$ cat config.mk
export PLATFORM = sky130hd
export DESIGN_NAME = fpm_pipe_stage
export DESIGN_NICKNAME = d
export VERILOG_FILES = /design/src/rtl/fpm_pipe_stage.sv
export SDC_FILE = /design/constraint.sdc
export NUM_CORES = 1
export LEC_CHECK = 0
export CAP_MARGIN = 0
export CELL_PAD_IN_SITES_DETAIL_PLACEMENT = 0
export CELL_PAD_IN_SITES_GLOBAL_PLACEMENT = 2
export CORE_UTILIZATION = 28
export DETAILED_ROUTE_END_ITERATION = 6
export PLACE_DENSITY = 0.84
export SYNTH_ARGS = -nofsm -noshare
export SYNTH_HDL_FRONTEND = slang
export SYNTH_SLANG_ARGS = --single-unit
$ cat constraint.sdc
create_clock -name clk -period 1.65 [get_ports clk]
set_input_delay 0.33 -clock clk [delete_from_list [all_inputs] [get_ports clk]]
set_output_delay 0.33 -clock clk [all_outputs]
set_load 0.1 [all_outputs]
$ cat src/rtl/fpm_pipe_stage.sv
// fpm_pipe_stage
//   Elastic pipeline stage between the multiply and normalise steps of the
//   vector floating-point multiplier. Each beat carries per-lane sign, biased
//   exponent (with overflow bit) and raw mantissa product. A valid/ready
//   handshake with a 2-entry skid buffer decouples in_ready from out_ready.
//   Lanes whose mask bit is clear are stored as all-zero. A synchronous flush
//   discards everything held.
//
// Ports
//   clk        rising-edge clock
//   reset      asynchronous, active-low reset
//   flush      synchronous flush, overrides every other event in its cycle
//   in_valid   upstream beat valid
//   in_ready   stage can take a beat (decoded from state only)
//   in_mask    per-lane enable, bit i = lane i
//   in_sign    per-lane sign
//   in_exp     lane i at [i*EXP_W +: EXP_W]
//   in_prod    lane i at [i*PROD_W +: PROD_W]
//   out_valid  output beat valid
//   out_ready  downstream accepts the beat
//   out_mask / out_sign / out_exp / out_prod   registered head-of-stage beat
module fpm_pipe_stage #(
  parameter int LANES  = 4,
  parameter int EXP_W  = 9,
  parameter int PROD_W = 48
) (
  input  logic                    clk,
  input  logic                    reset,
  input  logic                    flush,
  input  logic                    in_valid,
  output logic                    in_ready,
  input  logic [LANES-1:0]        in_mask,
  input  logic [LANES-1:0]        in_sign,
  input  logic [LANES*EXP_W-1:0]  in_exp,
  input  logic [LANES*PROD_W-1:0] in_prod,
  output logic                    out_valid,
  input  logic                    out_ready,
  output logic [LANES-1:0]        out_mask,
  output logic [LANES-1:0]        out_sign,
  output logic [LANES*EXP_W-1:0]  out_exp,
  output logic [LANES*PROD_W-1:0] out_prod
);

  typedef enum logic [1:0] {
    EMPTY = 2'd0,
    ONE   = 2'd1,
    FULL  = 2'd2
  } state_t;

  state_t state_q, state_d;

  logic load_main_in;
  logic load_main_skid;
  logic load_skid;
  logic accept;
  logic drain;

  logic [LANES-1:0]        m_sign;
  logic [LANES*EXP_W-1:0]  m_exp;
  logic [LANES*PROD_W-1:0] m_prod;

  logic [LANES-1:0]        skid_mask;
  logic [LANES-1:0]        skid_sign;
  logic [LANES*EXP_W-1:0]  skid_exp;
  logic [LANES*PROD_W-1:0] skid_prod;

  // Handshake flags come straight from the state register so that in_ready
  // never depends combinationally on out_ready.
  assign in_ready  = (state_q != FULL);
  assign out_valid = (state_q != EMPTY);
  assign accept    = in_valid & in_ready & ~flush;
  assign drain     = out_valid & out_ready;

  // Disabled lanes are zeroed before storage; the mask bit itself is kept.
  always_comb begin
    m_sign = '0;
    m_exp  = '0;
    m_prod = '0;
    for (int i = 0; i < LANES; i++) begin
      if (in_mask[i]) begin
        m_sign[i]                   = in_sign[i];
        m_exp[i*EXP_W +: EXP_W]     = in_exp[i*EXP_W +: EXP_W];
        m_prod[i*PROD_W +: PROD_W]  = in_prod[i*PROD_W +: PROD_W];
      end
    end
  end

  // Next-state and register-load decode. Flush wins over accept and drain:
  // nothing is loaded and the stage returns to EMPTY.
  always_comb begin
    state_d        = state_q;
    load_main_in   = 1'b0;
    load_main_skid = 1'b0;
    load_skid      = 1'b0;
    if (flush) begin
      state_d = EMPTY;
    end else begin
      case (state_q)
        EMPTY: begin
          if (accept) begin
            load_main_in = 1'b1;
            state_d      = ONE;
          end
        end
        ONE: begin
          if (accept && drain) begin
            load_main_in = 1'b1;
          end else if (accept) begin
            load_skid = 1'b1;
            state_d   = FULL;
          end else if (drain) begin
            state_d = EMPTY;
          end
        end
        FULL: begin
          if (drain) begin
            load_main_skid = 1'b1;
            state_d        = ONE;
          end
        end
        default: state_d = EMPTY;
      endcase
    end
  end

  always_ff @(posedge clk or negedge reset) begin
    if (!reset) begin
      state_q <= EMPTY;
    end else begin
      state_q <= state_d;
    end
  end

  // Main register drives the outputs; it only changes on a load, so outputs
  // stay stable while the downstream stalls.
  always_ff @(posedge clk or negedge reset) begin
    if (!reset) begin
      out_mask <= '0;
      out_sign <= '0;
      out_exp  <= '0;
      out_prod <= '0;
    end else if (load_main_in) begin
      out_mask <= in_mask;
      out_sign <= m_sign;
      out_exp  <= m_exp;
      out_prod <= m_prod;
    end else if (load_main_skid) begin
      out_mask <= skid_mask;
      out_sign <= skid_sign;
      out_exp  <= skid_exp;
      out_prod <= skid_prod;
    end
  end

  always_ff @(posedge clk or negedge reset) begin
    if (!reset) begin
      skid_mask <= '0;
      skid_sign <= '0;
      skid_exp  <= '0;
      skid_prod <= '0;
    end else if (load_skid) begin
      skid_mask <= in_mask;
      skid_sign <= m_sign;
      skid_exp  <= m_exp;
      skid_prod <= m_prod;
    end
  end

endmodule

==> out/results.ini, run 1 <==
[worst_setup_path]
endpoint_kind=primary output
cp.arrival_ps=1590
rr_endpoint=skid_prod[69]
required_ps=1320
reg2reg_depth=9
r2r_start=state_q[1]
max_stage_delay_ps=450
ff2ff_setup_slack_ps=-230
slowest_stage=dfrtp_2
path_cells=buf_6, or2_4, buf_12
crit_path_max_fanout=5
cp-start-kind=register
worst-setup-path-type=register to primary output

[floorplan]
start_util=0.284
core_um2=74700
die_area_um2=76800
dieHeight_um=277
die_w_um=277
row_count=100
ioPinCount=479

[placed_design]
placed_cell_area_um2=30600
post-place-cells=3477
dpl.hpwl_um=49500
io_buffers=478
gp_congestion=0.805
pre_cts_slack_ps=-585

[yosys]
ys_types=29
synth_area_per_cell_um2=10.2
synth-warning-count=0
synth_seq_cells=474
ys_seq_area_frac=0.559
synth_cells=2088
syn_area_um2=21200
syn-num-nets=2329

[sta]
finClkSkew_ps=17.7
finalMaxSlewViolations=0
finalCriticalPeriod_ps=1920
setup_violations=464
whs_ps=155
finalHoldViolCount=0
max-slew-margin-rel=0.676
worst_pin_slew_ps=486
worst_slack_ps=-266
fmax_ghz=0.522
period_share=1.16
rsz0062_at_grt=yes

[layout]
fin_nets=2908
fin_cells=3684
drive_gt1_frac=0.223
area_delta_synth_final_pct=64.7
final.fill_count=6600
finalInstanceArea_um2=34900

[pwr]
peakVddDrop_mv=0.984
leakage_nw=14.9
power_density_nw_per_um2=1270

[detailed_routing]
vias_per_cell=5.02
drt-initial-drc-count=1199
vias=18500
post_drt_wl_per_cell_um=21.8
drc_errors=0
first_pass_iters=5
ant_nets=0
routed_wl_um=80200

[clock_network]
insertion_delay_ps=610
clk_root_buffer_cell=clkbuf_16
cts.sinks=474
clockBufferDepth=3
cts_tree=yes
numCtsBuffers=54
path_clk_slew_ps=60
htree_levels=2

[outcome]
violations=setup timing
status=complete, but fails checks

[grt]
gr-total-overflow=0
grt_pass1_vias=19300
grt_max_degree=85
antenna_found_initial=5
track_usage=0.200
grt_pass1_wl_um=120000

[worst_hold_path]
hold_path.class=input port to async pin

[flow_run]
drv_cap=0

[cells in the mapped netlist, drive strengths merged]
| cell type | n | area share |
|---|---|---|
| dfrtp | 474 | 0.56 |
| buf | 72 | 0.018 |
| nor2 | 1 | 0.00030 |
| a211oi | 1 | 0.00035 |
| o21ai | 118 | 0.028 |
| nor4bb | 2 | 0.00094 |
| or3 | 1 | 0.00030 |
| nor3b | 1 | 0.00059 |
| or2 | 3 | 0.00089 |
| mux2i | 233 | 0.11 |
| o211ai | 236 | 0.084 |
| nor2b | 1 | 0.00030 |
| a31oi | 1 | 0.00030 |
| nand4bb | 1 | 0.00053 |
| mux2 | 4 | 0.0021 |
| nand3b | 1 | 0.00035 |
| a22oi | 2 | 0.00071 |
| a32oi | 116 | 0.048 |
| nand2b | 2 | 0.00059 |
| and4bb | 1 | 0.00059 |
| clkbuf | 113 | 0.020 |
| nand2 | 470 | 0.083 |
| inv | 234 | 0.041 |
[worst max path at each step]
stage | startpoint | to | slack [ps] | cells after the start
after floorplan | state_q[1] | skid_mask[0] | 10 | 5
after global placement | in_valid | skid_prod[83] | -580 | 6
after detailed placement | in_valid | skid_prod[183] | -590 | 6
after CTS | state_q[1] | out_valid | -320 | 3
after global routing | state_q[1] | out_valid | -340 | 3
final | state_q[1] | out_valid | -270 | 3
[critical path: cells and delay by family, from the launching register on]
family	cells	cell delay [ps]
buffers and inverters	2	290
DFF	1	450
and+or+nand+nor	1	230
[cell type report]
class	count	area, um^2	share of cell area
clock buffers	77	1610	0.0460
well taps	969	1210	0.0347
flip-flops and latches	474	11900	0.340
repair buffers	708	11100	0.317
diodes	4	10.0	0.000287
inverters	234	878	0.0251
multi-input cells	1195	7890	0.226
clock inverters	23	407	0.0116
[kinds of logic after synthesis]
kind of cell | after synthesis | synth area share
simple gates | 484 | 0.0886
compound gates | 474 | 0.161
flops | 474 | 0.559
buf+inv | 419 | 0.0791
mux | 237 | 0.112
[registers in the layout, indices dropped and copies added (netlist names)]
register,count
skid_mask,4
out_exp,36
state_q,2
out_prod,192
out_sign,4
skid_prod,192
out_mask,4
skid_sign,4
skid_exp,36
[per-stage QoR]
stage | power [mW] | util | TNS, ps
final | 44.5 | 0.468 | -66240
after CTS | 44.5 | 0.461 | -62890
after global routing | 46.2 | 0.468 | -106210
after global placement | 30.1 | 0.409 | -220360
after detailed placement | 30.4 | 0.409 | -219670
after floorplan | 24.0 | - | 0
[power by group]
group / switching, mW / internal (mW) / total, mW
logic: 9.07 / 5.58 / 14.6
clock network: 5.21 / 8.35 / 13.6
registers: 2.06 / 14.2 / 16.3
[cells in the final DEF, fill, tap and decap left out, types with 7 or more instances in the layout]
cell and count:
buf_4 64, o211ai_1 236, a32oi_2 7, buf_8 19, mux2i_1 222, buf_6 23, o21ai_1 92, inv_1 234
nand2_1 468, o21ai_0 26, buf_12 305, clkbuf_16 73, buf_16 34, dfrtp_1 472, clkbuf_8 17, clkdlybuf4s50_1 235
bufinv_16 10, a32oi_1 109, mux2i_2 7
[what timing repair did]
action | 4_1_cts | 5_1_grt
hold buffers | 1 | 0
gates resized for setup | 126 | 118
gates cloned | 38 | 20
setup buffers | 43 | 26
endpoints found under the hold margin | 295 | 0
setup endpoints to repair | 411 | 476
pin swaps | 22 | 18
[layer usage]
| metal | track usage | vias to the layer above | part of all wire |
|---|---|---|---|
| met5 | 0 | - | 0.00014 |
| li1 | - | 8347 | - |
| met2 | 0.340 | 654 | 0.50 |
| met1 | 0.261 | 9383 | 0.42 |
| met3 | 0.0343 | 120 | 0.053 |
| met4 | 0.0520 | 2 | 0.029 |
Note: power is estimated with default switching activity, not from simulation.
==> run 2, diff against run 1 <==
Settings changed: ABC_AREA from default to 0, CTS_BUF_LIST from default to sky130_fd_sc_hd__clkbuf_8 sky130_fd_sc_hd__clkbuf_16.
==> run 2 against run 1 <==
  * The flow still finishes with violations (setup timing)
  * Clock power about the same
  * Total power grew 0.13%
  * Critical path type unchanged
  * Non-clock buffer count is 5 higher
  * Largest power group unchanged
  * Combinational power barely moved
  * Setup slack got worse by 10 ps
  * Core utilization up 0.26 points
==> out/results.ini, run 2 (synthesis gave the netlist of run 1 again) <==
[worst_setup_path]
endpoint_kind=primary output
path_buf_inv=3  ; +1
cp-start-kind=register
r2r_start=state_q[1]
cp.arrival_ps=1600  ; about the same
reg2reg_depth=8  ; -1
max_stage_delay_ps=450  ; about the same
crit_path_max_fanout=5  ; unchanged
slowest_stage=dfrtp_2
required_ps=1320  ; about the same
ff2ff_setup_slack_ps=-250  ; -20 ps
worst-setup-path-type=register to primary output
crit_family=buffers and inverters
rr_endpoint=out_prod[144]
path_cells=buf_4, buf_6, nand2b_4, buf_12

[sta]
period_share=1.17  ; +0.00603
worst_slack_ps=-276  ; -9.95 ps
worst_pin_slew_ps=487  ; +0.0572 ps
finalSetupTns_ps=-66820  ; -581 ps
finClkSkew_ps=25.9  ; +8.23 ps
finalHoldViolCount=0  ; unchanged
setup_violations=466  ; +0.43%
finalCriticalPeriod_ps=1930  ; +9.95 ps
max-slew-margin-rel=0.676  ; about the same
finalMaxSlewViolations=0  ; unchanged
rsz0062_at_grt=yes
fmax_ghz=0.519  ; -0.52%

[pwr]
power_density_nw_per_um2=1270  ; -0.43%
leakage_nw=14.9  ; +0.56%
power_mw=44.5  ; +0.13%
sequentialPowerShare=0.366  ; about the same
peakVddDrop_mv=0.843  ; -14%
clkPwrFrac=0.304  ; about the same
pwr-share-comb=0.330  ; about the same
internal-power_mw=28.1  ; about the same
sw_frac_of_total=0.368  ; +0.00120
switching_power_mw=16.4  ; +0.46%

[layout]
finalInstanceArea_um2=35100  ; +0.56%
biggestRegsByFlops=out_prod x192, skid_prod x192
final_common_cell=dfrtp_1
fin_util=0.470  ; +0.00263
fin_nets=2913  ; +0.17%
area_delta_synth_final_pct=65.7
drive_gt1_frac=0.229  ; +0.00659
final.fill_count=6592  ; -0.12%
final_cell_mix=dfrtp_1 (472), nand2_1 (463), buf_12 (304)

[detailed_routing]
vias_per_cell=5.04  ; +0.40%
first_pass_iters=5  ; unchanged
vias=18600  ; +0.53%
drc_errors=0  ; unchanged
post_drt_wl_per_cell_um=22.1  ; +1.6%
routed_wl_um=81600  ; +1.8%
ant_nets=0  ; unchanged
drt-initial-drc-count=1268  ; +5.8%

[clock_network]
clk_root_buffer_cell=clkbuf_16
insertion_delay_ps=620  ; about the same
numCtsBuffers=54  ; unchanged
htree_levels=2  ; unchanged
cts.sinks=474  ; unchanged
clockBufferDepth=3  ; unchanged
path_clk_slew_ps=60  ; about the same
cts_tree=yes

[floorplan]
ioPinCount=479  ; unchanged
die_area_um2=76800  ; unchanged
core_um2=74700  ; unchanged
start_util=0.284  ; unchanged
row_count=100  ; unchanged
die_w_um=277  ; unchanged
dieHeight_um=277  ; unchanged

[grt]
track_usage=0.195  ; -0.00502
grt_pass1_wl_um=118000  ; -1.9%
antenna_found_initial=5  ; unchanged
grt_max_degree=85  ; unchanged
grt_pass1_vias=19200  ; -0.45%
gr-total-overflow=0  ; unchanged

[placed_design]
dpl.hpwl_um=49500  ; unchanged
io_buffers=478  ; unchanged
gp_congestion=0.805  ; unchanged
placed_cell_area_um2=30600  ; unchanged

[outcome]
violations=setup timing
status=complete, but fails checks

[worst_hold_path]
hold_path.class=input port to async pin

[flow_run]
drv_cap=0  ; unchanged

==> run 2: how the worst max path moves through the flow <==
stage	startpoint	end	slack, ps	depth (start not counted)
2_1_floorplan	state_q[1]	skid_mask[0]	10	5
3_3_place_gp	in_valid	skid_prod[83]	-580	6
3_5_place_dp	in_valid	skid_prod[183]	-590	6
4_1_cts	state_q[1]	out_valid	-320	3
5_1_grt	state_q[1]	in_ready	-340	4
6_report	state_q[1]	in_ready	-280	4
==> run 2: power by group through the flow <==
| stage | Clock, mW | Sequential (mW) | Combinational [mW] |
|---|---|---|---|
| floorplan | 0 | 21.2 | 2.87 |
| global placement | 0 | 16.3 | 13.8 |
| CTS | 13.8 | 16.2 | 14.4 |
| finish | 13.6 | 16.3 | 14.7 |
| global route | 14.3 | 16.5 | 15.4 |
| detailed placement | 0 | 16.3 | 14.1 |
==> run 2: final cells by class <==
class,count,area [um^2],share of cell area
Multi-Input combinational cell,1195,7980,0.227
Tap cell,969,1210,0.0345
Clock buffer,71,1590,0.0451
Sequential cell,474,11900,0.338
Timing Repair Buffer,713,11200,0.318
Clock inverter,29,429,0.0122
Antenna cell,4,10.0,0.000285
Inverter,234,878,0.0250
==> run 2: worst reg2reg max path: stages, from the launching register on <==
cell and delay (ps):
dfrtp_2 450, buf_4 150, buf_6 130, nand4bb_4 300, buf_12 180, clkbuf_16 170, clkbuf_16 170, o211ai_1 100
o211ai_1 130
==> run 2: routing by layer <==
layer / GRT usage / part of all wire / vias to the layer above
met5: 0 / 0.00013 / -
met4: 0.0511 / 0.029 / 2
met3: 0.0340 / 0.056 / 126
met2: 0.329 / 0.50 / 698
met1: 0.256 / 0.42 / 9418
li1: - / - / 8361
==> run 2: through the flow <==
| stage | hold slack, ps | worst slack [ps] | instances |
|---|---|---|---|
| floorplan | 34.4 | 9.92 | 2088 |
| global placement | 195 | -584 | 3477 |
| detailed placement | 196 | -585 | 3477 |
| CTS | 128 | -317 | 3642 |
| global route | 160 | -337 | 3689 |
| finish | 149 | -276 | 3689 |
==> run 2: repair_timing <==
item / in CTS / in global routing
setup buffers: 38 / 28
hold buffers: 1 / 0
resized for setup: 89 / 165
endpoints found under the setup margin: 411 / 476
endpoints found under the hold margin: 295 / 0
pin swaps: 8 / 20
gates cloned: 29 / 39
